$ cat config.mk
export PLATFORM = sky130hd
export DESIGN_NAME = truth_table_sweep_ctrl_flat
export DESIGN_NICKNAME = d
export VERILOG_FILES = /design/src/rtl/truth_table_sweep_ctrl_if.sv /design/src/rtl/truth_table_sweep_ctrl.sv /design/src/flat_wrapper.sv
export SDC_FILE = /design/constraint.sdc
export NUM_CORES = 1
export LEC_CHECK = 0
export ABC_AREA = 1
export BUFFER_PORTS_ARGS = -buffer_cell sky130_fd_sc_hd__buf_4
export CAP_MARGIN = 25
export CORE_ASPECT_RATIO = 1.4
export CORE_MARGIN = 10
export CORE_UTILIZATION = 51
export DETAILED_ROUTE_END_ITERATION = 12
export PLACE_DENSITY_LB_ADDON = 0.12
export SKIP_CTS_REPAIR_TIMING = 1
export SLEW_MARGIN = 20
export SYNTH_ARGS = -nofsm -noshare
export SYNTH_HDL_FRONTEND = slang
export SYNTH_SLANG_ARGS = --single-unit
$ cat constraint.sdc
create_clock -name clk -period 1.8 [get_ports clk]
set_clock_uncertainty 0.15 [all_clocks]
set_input_delay 0.27 -clock clk [delete_from_list [all_inputs] [get_ports clk]]
set_output_delay 0.27 -clock clk [all_outputs]
set_load 0.01 [all_outputs]
$ cat src/rtl/truth_table_sweep_ctrl_if.sv
// Handshake and stimulus/result bundle between a sweep requester and truth_table_sweep_ctrl.
// master = requester plus circuit under test, slave = the sweep controller.
interface truth_table_sweep_ctrl_if;
    logic        start;
    logic        abort;
    logic        dut_out;
    logic        in1;
    logic        in2;
    logic        in3;
    logic        in4;
    logic        busy;
    logic        done;
    logic        pass;
    logic [15:0] captured;
    logic [15:0] mismatch;

    modport master (
        output start, abort, dut_out,
        input  in1, in2, in3, in4, busy, done, pass, captured, mismatch
    );

    modport slave (
        input  start, abort, dut_out,
        output in1, in2, in3, in4, busy, done, pass, captured, mismatch
    );
endinterface

$ cat src/rtl/truth_table_sweep_ctrl.sv
// Walks a 4-input circuit through all 16 input codes, samples its output after a settle
// interval and compares against TRUTH_TABLE. Define SWEEP_EARLY_STOP_EN to end on first mismatch.
module truth_table_sweep_ctrl #(
    parameter logic [15:0] TRUTH_TABLE   = 16'h5215,
    parameter int          SETTLE_CYCLES = 4,
    parameter int          CNT_W         = 8
) (
    input logic                   clk,
    input logic                   rst_n,
    truth_table_sweep_ctrl_if.slave bus
);

    typedef enum logic [1:0] {
        IDLE,
        SETTLE,
        SAMPLE,
        DONE
    } state_t;

    localparam logic [CNT_W-1:0] CNT_RELOAD = CNT_W'(SETTLE_CYCLES - 1);

    state_t           state_q, state_d;
    logic [3:0]       k_q, k_d;
    logic [CNT_W-1:0] cnt_q, cnt_d;
    logic [15:0]      cap_q, cap_d;
    logic [15:0]      mm_q, mm_d;
    logic             pass_q, pass_d;
    logic             done_q, done_d;
    logic             busy_q, busy_d;
    logic             sample_err;
    logic             stop_early;

    // NOTE: non-blocking assignments here so every register updates from pre-edge values.
    always_ff @(posedge clk) begin
        if (!rst_n) begin
            state_q <= IDLE;
            k_q     <= '0;
            cnt_q   <= '0;
            cap_q   <= '0;
            mm_q    <= '0;
            pass_q  <= 1'b0;
            done_q  <= 1'b0;
            busy_q  <= 1'b0;
        end else begin
            state_q <= state_d;
            k_q     <= k_d;
            cnt_q   <= cnt_d;
            cap_q   <= cap_d;
            mm_q    <= mm_d;
            pass_q  <= pass_d;
            done_q  <= done_d;
            busy_q  <= busy_d;
        end
    end

    // NOTE: every signal gets a default before the case so no path can infer a latch.
    always_comb begin
        state_d    = state_q;
        k_d        = k_q;
        cnt_d      = cnt_q;
        cap_d      = cap_q;
        mm_d       = mm_q;
        pass_d     = pass_q;
        busy_d     = busy_q;
        done_d     = 1'b0;
        sample_err = bus.dut_out ^ TRUTH_TABLE[k_q];
`ifdef SWEEP_EARLY_STOP_EN
        stop_early = sample_err;
`else
        stop_early = 1'b0;
`endif

        unique case (state_q)
            IDLE: begin
                if (bus.start) begin
                    state_d = SETTLE;
                    k_d     = '0;
                    cnt_d   = CNT_RELOAD;
                    cap_d   = '0;
                    mm_d    = '0;
                    pass_d  = 1'b0;
                    busy_d  = 1'b1;
                end
            end
            SETTLE: begin
                if (bus.abort) begin
                    state_d = IDLE;
                    k_d     = '0;
                    busy_d  = 1'b0;
                end else if (cnt_q == '0) begin
                    state_d = SAMPLE;
                end else begin
                    cnt_d = cnt_q - 1'b1;
                end
            end
            SAMPLE: begin
                // Abort outranks the final sample: partial results stay, no done pulse.
                if (bus.abort) begin
                    state_d = IDLE;
                    k_d     = '0;
                    busy_d  = 1'b0;
                end else begin
                    cap_d[k_q] = bus.dut_out;
                    mm_d[k_q]  = sample_err;
                    if (k_q == 4'd15 || stop_early) begin
                        state_d = DONE;
                        k_d     = '0;
                        done_d  = 1'b1;
                        pass_d  = (mm_d == 16'h0000);
                    end else begin
                        state_d = SETTLE;
                        k_d     = k_q + 4'd1;
                        cnt_d   = CNT_RELOAD;
                    end
                end
            end
            DONE: begin
                state_d = IDLE;
                busy_d  = 1'b0;
            end
            default: begin
                state_d = IDLE;
                k_d     = '0;
                busy_d  = 1'b0;
            end
        endcase
    end

    assign bus.in1      = k_q[3];
    assign bus.in2      = k_q[2];
    assign bus.in3      = k_q[1];
    assign bus.in4      = k_q[0];
    assign bus.busy     = busy_q;
    assign bus.done     = done_q;
    assign bus.pass     = pass_q;
    assign bus.captured = cap_q;
    assign bus.mismatch = mm_q;

endmodule

$ cat src/flat_wrapper.sv
// flat-port wrapper written by rule: the top's interface ports become plain ports
module truth_table_sweep_ctrl_flat 
#(
    parameter logic [15:0] TRUTH_TABLE   = 16'h5215,
    parameter int          SETTLE_CYCLES = 4,
    parameter int          CNT_W         = 8
)
  (clk, rst_n, bus_start, bus_abort, bus_dut_out, bus_in1, bus_in2, bus_in3, bus_in4, bus_busy, bus_done, bus_pass, bus_captured, bus_mismatch);
  truth_table_sweep_ctrl_if bus_i ();
  input logic clk;
  input logic rst_n;
  input wire logic [$bits(bus_i.start)-1:0] bus_start;
  input wire logic [$bits(bus_i.abort)-1:0] bus_abort;
  input wire logic [$bits(bus_i.dut_out)-1:0] bus_dut_out;
  output wire logic [$bits(bus_i.in1)-1:0] bus_in1;
  output wire logic [$bits(bus_i.in2)-1:0] bus_in2;
  output wire logic [$bits(bus_i.in3)-1:0] bus_in3;
  output wire logic [$bits(bus_i.in4)-1:0] bus_in4;
  output wire logic [$bits(bus_i.busy)-1:0] bus_busy;
  output wire logic [$bits(bus_i.done)-1:0] bus_done;
  output wire logic [$bits(bus_i.pass)-1:0] bus_pass;
  output wire logic [$bits(bus_i.captured)-1:0] bus_captured;
  output wire logic [$bits(bus_i.mismatch)-1:0] bus_mismatch;
  assign bus_i.start = bus_start;
  assign bus_i.abort = bus_abort;
  assign bus_i.dut_out = bus_dut_out;
  assign bus_in1 = bus_i.in1;
  assign bus_in2 = bus_i.in2;
  assign bus_in3 = bus_i.in3;
  assign bus_in4 = bus_i.in4;
  assign bus_busy = bus_i.busy;
  assign bus_done = bus_i.done;
  assign bus_pass = bus_i.pass;
  assign bus_captured = bus_i.captured;
  assign bus_mismatch = bus_i.mismatch;
  truth_table_sweep_ctrl #(.TRUTH_TABLE(TRUTH_TABLE), .SETTLE_CYCLES(SETTLE_CYCLES), .CNT_W(CNT_W)) u_core (.clk(clk), .rst_n(rst_n), .bus(bus_i));
endmodule
; Word level (Yosys, flattened, before mapping)
; Memories as Yosys holds them, arrays and structs flattened. A register that Yosys moved wholly into a read port is not among the register bits.
; Index checks and enable logic that the tools add are counted.
[word_totals]
mem_count = 1
wordCells = 80
mem_bits_ro = 16
register_bits = 49
out_inout_bits = 39
[memory_table]
columns = name, depth, width, rd, rd_clocked_by_memory_dff, write_ports, line_no
row1 = (name not given), 16, 1, 1, 1, 0, truth_table_sweep_ctrl.sv:66  ; sample_err = bus.dut_out ^ TRUTH_TABLE[k_q];
[classes]
n_lt_le_gt_ge = 2
eq_ne = 13
mux = 37
bitwise = 3
n_reduce_logical = 14
n_addsub = 2
[ops]
columns = op, count
row1 = $pmux W16 S2, 2
row2 = $mux W16, 3
row3 = $mux W8, 5
row4 = $bwmux W16, 2
row5 = $mux W4, 6
row6 = $pmux W8 S3, 1
row7 = $logic_not A16 Y1, 1
row8 = $ne A2 B2 Y1 const B, 6
row9 = $pmux W4 S3, 1
row10 = $mux W2, 5
row11 = $logic_not A8 Y1, 1
row12 = $mux W1, 8
row13 = $pmux W2 S4, 1
row14 = $sub A8 B1 Y8 const B, 1
row15 = $reduce_and A3 Y1, 2
row16 = $reduce_and A6 Y1, 1
row17 = $lt A4 B5 Y1 const B, 1
row18 = $add A4 B1 Y4 const B, 1
row19 = $demux W1 S4, 1
row20 = $eq A2 B2 Y1 const B, 2
row21 = $eq A4 B4 Y1 const B, 1
row22 = $ge A4 B1 Y1 const B, 1
row23 = $ne A2 B1 Y1 const B, 2
row24 = $reduce_and A2 Y1, 2
row25 = 13 further kinds, 14

; Depth between registers and ports, before layout
[logic_depth]
depth_word = 9
mapped_depth = 13

; Worst setup path before layout
; No wires, ideal clock.
[synth_path]
kind = register -> register
start = register u_core.state_q[0]
end = register u_core.cap_q[0] (netlist: u_core.bus.captured[0])
synth_period_minus_slack_ns = 1.706
setup_slack_ns = 0.094
n_path_buf = 1
t_arrival_ns = 1.414
stages_incl_launch_ff = 10
setup_time_ns = 0.142
cell_sequence = dfxtp_1 -> inv_1 -> ha_1 -> inv_1 -> nand2_1 -> nand2_1 -> nand2_1 -> o21ai_1 -> buf_2 -> a311oi_1
[synth_via]
elab_chain_cells = 3
elab_cells_between_ends = 7
classes_between = 3 x eq/ne / 1 x mux / 3 x reduce/logical
[synth_rtl]
columns = element, line_no
row1 = "start, declared", truth_table_sweep_ctrl.sv:22  ; state_t state_q, state_d;
row2 = "start signal, assigned", truth_table_sweep_ctrl.sv:45  ; state_q <= state_d;
row3 = $eq A2 B2 Y1 / $logic_not A2 Y1 (equally long branches), truth_table_sweep_ctrl.sv:73  ; unique case (state_q)
row4 = $ne A2 B2 Y1 (no line) / $reduce_bool A2 Y1 (equally long branches), --
row5 = $reduce_and A3 Y1 (no line), --
row6 = "end signal, assigned", truth_table_sweep_ctrl.sv:48  ; cap_q <= cap_d;
row7 = "end, declared", truth_table_sweep_ctrl.sv:25  ; logic [15:0] cap_q, cap_d;
; Several ways; a longest one is shown, not always the timed one.
; A chain may end at the register's enable or synchronous reset.

; Worst setup path in the final report
[layout_path]
start = register u_core.state_q[0]
end = register u_core.cap_q[9] (netlist: u_core.bus.captured[9])
; Same word-level chain as after synthesis.

==> results list <==
- Of all cell types, the one taking the most synthesized area is dfxtp_1.
- Count of final setup violators: 0
- Placement row count: 31
- Endpoint class of the critical path: flip-flop
- Clock transition at the registers of the reported paths: 0.10 ns
- Maximum fanout along the worst path: 7
* GRT Resource Usage Total: 0.169
- After the first detailed-routing iteration, the DRC count stood at 208.
- After global routing, the most crowded layer is met2.
- Antenna violations before repair: 0
- Global placement routability congestion: 0.920
* Count of max-cap constraint violations: 0
* Avg Vias per Cell: 5.19
- Maximum clock rate: 568 MHz
- Max stage delay cell, worst path: dfxtp_2
- Relative to the synthesized area, the layout overhead comes to 35.3%.
* Maximum number of pins on one net before global-route repair: 25
- Total standard cell area after synthesis: 2700 um2
- For this run the aggregate overflow at the end of global routing stands at 0.
- Die Wd: 81.5 um
- The design draws 3110 uW.
- Worst voltage drop across the vdd grid: 0.551 mV
- Clock latency on the worst-skew pair: 0.31 ns
- The critical path is of the flip-flop to flip-flop type.
* Count of buffers inserted at the top-level ports: 43
- Gate Count Post-Synth: 402
- Type of the tightest min-delay check: input pin to flip-flop
- Leak pwr: 0.00170 uW
* Yosys top cell area share: 0.370
- Total Routed Length: 7550 um
- Via count of the first global-routing pass: 2646
* Maximum root-to-sink buffer count: 2
- Total number of nets in the final design: 491
- Counting the buffers created by CTS gives 5.
* Clock sink count: 50
- Share of synthesized area occupied by flip-flops and latches: 0.370
* Synthesized area per cell: 6.73 um2
* Hold Fails Final Rpt: 0
- Place WS: -0.0733 ns
* Met2 GRT Util: 0.295
- Syn. warnings: 0
- Of the cells placed in the final design, the portion with a size suffix greater than 1 is 0.302.
- Boundary Pins: 44
* Clock Tree Root: clkbuf_8
* Setup repair after global routing missed its margin: yes
- The floorplan step set the die height to 106 um.
- Ordered cell list for the critical path: inv_4 -> ha_4 -> buf_4 -> nand2_1 -> nand2_2 -> nand2_4 -> o21ai_4 -> buf_2 -> a311oi_1
* Leading cell type in the layout, fill and taps excluded: nand2_1
- H-tree depth: 2
- For this run, global-route usage on met3 was measured as 0.0405.
- STA puts the critical path data required time at 1.87 ns.
- In this run the power density over the cells is 849 nW/um2.
- Most frequent cells in the layout: nand2_1 (118), buf_4 (72), dfxtp_1 (45)
* Buffers and inverters on the worst path: 3
- Headroom to the max-slew limit: 0.829
- Signal arrival time at the worst endpoint: 1.83 ns
- Crit share post-route: 0.978
- DRC viols: 0
- The first global-routing pass estimated 11900 um of wire.
- Post-detailed-route count of antenna-violating nets: 0
- Most area-consuming cells after synthesis: dfxtp_1 (37%), nand2_1 (17%), a21oi_1 (8.0%)
- In this run, distinct cell masters in the synthesized netlist total 28.
* Crit path time final: 1.76 ns
- Total nets after synthesis: 417
- Largest stage delay, worst path: 0.38 ns
- The final route contains 2820 vias.
- Worst-Margin Slew: 0.254 ns
- Non-filler cells, final: 543
- Startpoint Class: flip-flop
- The die covers 8650 um2.
- The final max-slew violation count was 0.
- Number of storage elements in the synthesis netlist: 50
- DPL Wire Length: 5510 um
- Largest delay contributor family on the critical path: flip-flops
* Area of the placeable core: 5160 um2
- Post-route worst setup slack: 0.0396 ns
- N_diodes: 0
- Result of the run: complete, no violations
* Average detailed-routed wire length per instance: 13.9 um
- Including well taps, the total number of placed cells is 530.
* Clock tree from TritonCTS: yes
- Routing usage on met1: 0.180
- Post-Route Utilization: 0.709
- The initial utilization of the core area, before any placement, comes to 0.524.
* Count of TritonRoute iterations in the first routing pass: 5
## power breakdown
group	switching, uW	internal [uW]	total (uW)
Sequential	60.5	1170	1240
Combinational	702	500	1200
Clock	394	274	667
## worst paths after layout
path	from	end	slack, ns	cells past startpoint
max	u_core.state_q[0]$_SDFFE_PN0P_	u_core.bus.captured[9]$_SDFFE_PN0P_	0.04	9
min	bus_abort	u_core.bus.done$_SDFF_PP0_	0.03	2
max reg2reg	u_core.state_q[0]$_SDFFE_PN0P_	u_core.bus.captured[9]$_SDFFE_PN0P_	0.04	9
min reg2reg	u_core.cnt_q[0]$_SDFFE_PN0P_	u_core.cnt_q[0]$_SDFFE_PN0P_	0.31	2
## cells in the mapped netlist, drive strengths merged
cell      n
a211oi    1
a21oi    43
a311oi   11
a31oi     2
buf       9
clkbuf    4
dfxtp    50
ha       10
inv      48
nand2   127
nand3    26
nand4     3
nor2     36
nor3      7
o211a     1
o21a      2
o21ai    18
or2       1
xor2      3
## flip-flops by register name (all words and copies together) (netlist names), named ones only
register	cells
u_core.bus.captured	16
u_core.bus.mismatch	16
u_core.cnt_q	8
u_core.k_q	4
u_core.state_q	2
u_core.bus.busy	1
u_core.bus.done	1
u_core.bus.pass	1
## cells by family (layout without fill, tap and decap cells)
family | count (synthesis) | after routing | share of synthesized area
simple gates | 200 | 200 | 0.317
compound gates | 78 | 78 | 0.165
buf+inv | 61 | 136 | 0.0916
flops | 50 | 50 | 0.370
fa+ha+maj | 10 | 10 | 0.0463
xor+xnor | 3 | 3 | 0.00972
## through the flow
step           hold slack [ns]  area [um2]  TNS, ns
2_1_floorplan            0.198        2700        0
3_3_place_gp             0.298        3320  -0.0428
3_5_place_dp             0.303        3320   -0.649
4_1_cts                0.00421        3410    -1.18
5_1_grt                 0.0469        3660   -0.222
6_report                0.0348        3660        0
## routing by layer
metal	share of wire	up-vias
li1	-	1457
met1	0.38	1265
met2	0.52	80
met3	0.068	18
met4	0.032	0
met5	0	-
## layout make-up
class                      instances  area (um2)
multi-input combinational        291        1610
timing repair buffer              80         664
clock inverter                     3        21.3
clock buffer                       5        68.8
sequential                        50        1010
fill                             455        1500
inverter                          48         193
tap                               66        82.6
No activity file was read; power rests on OpenSTA's default activity.
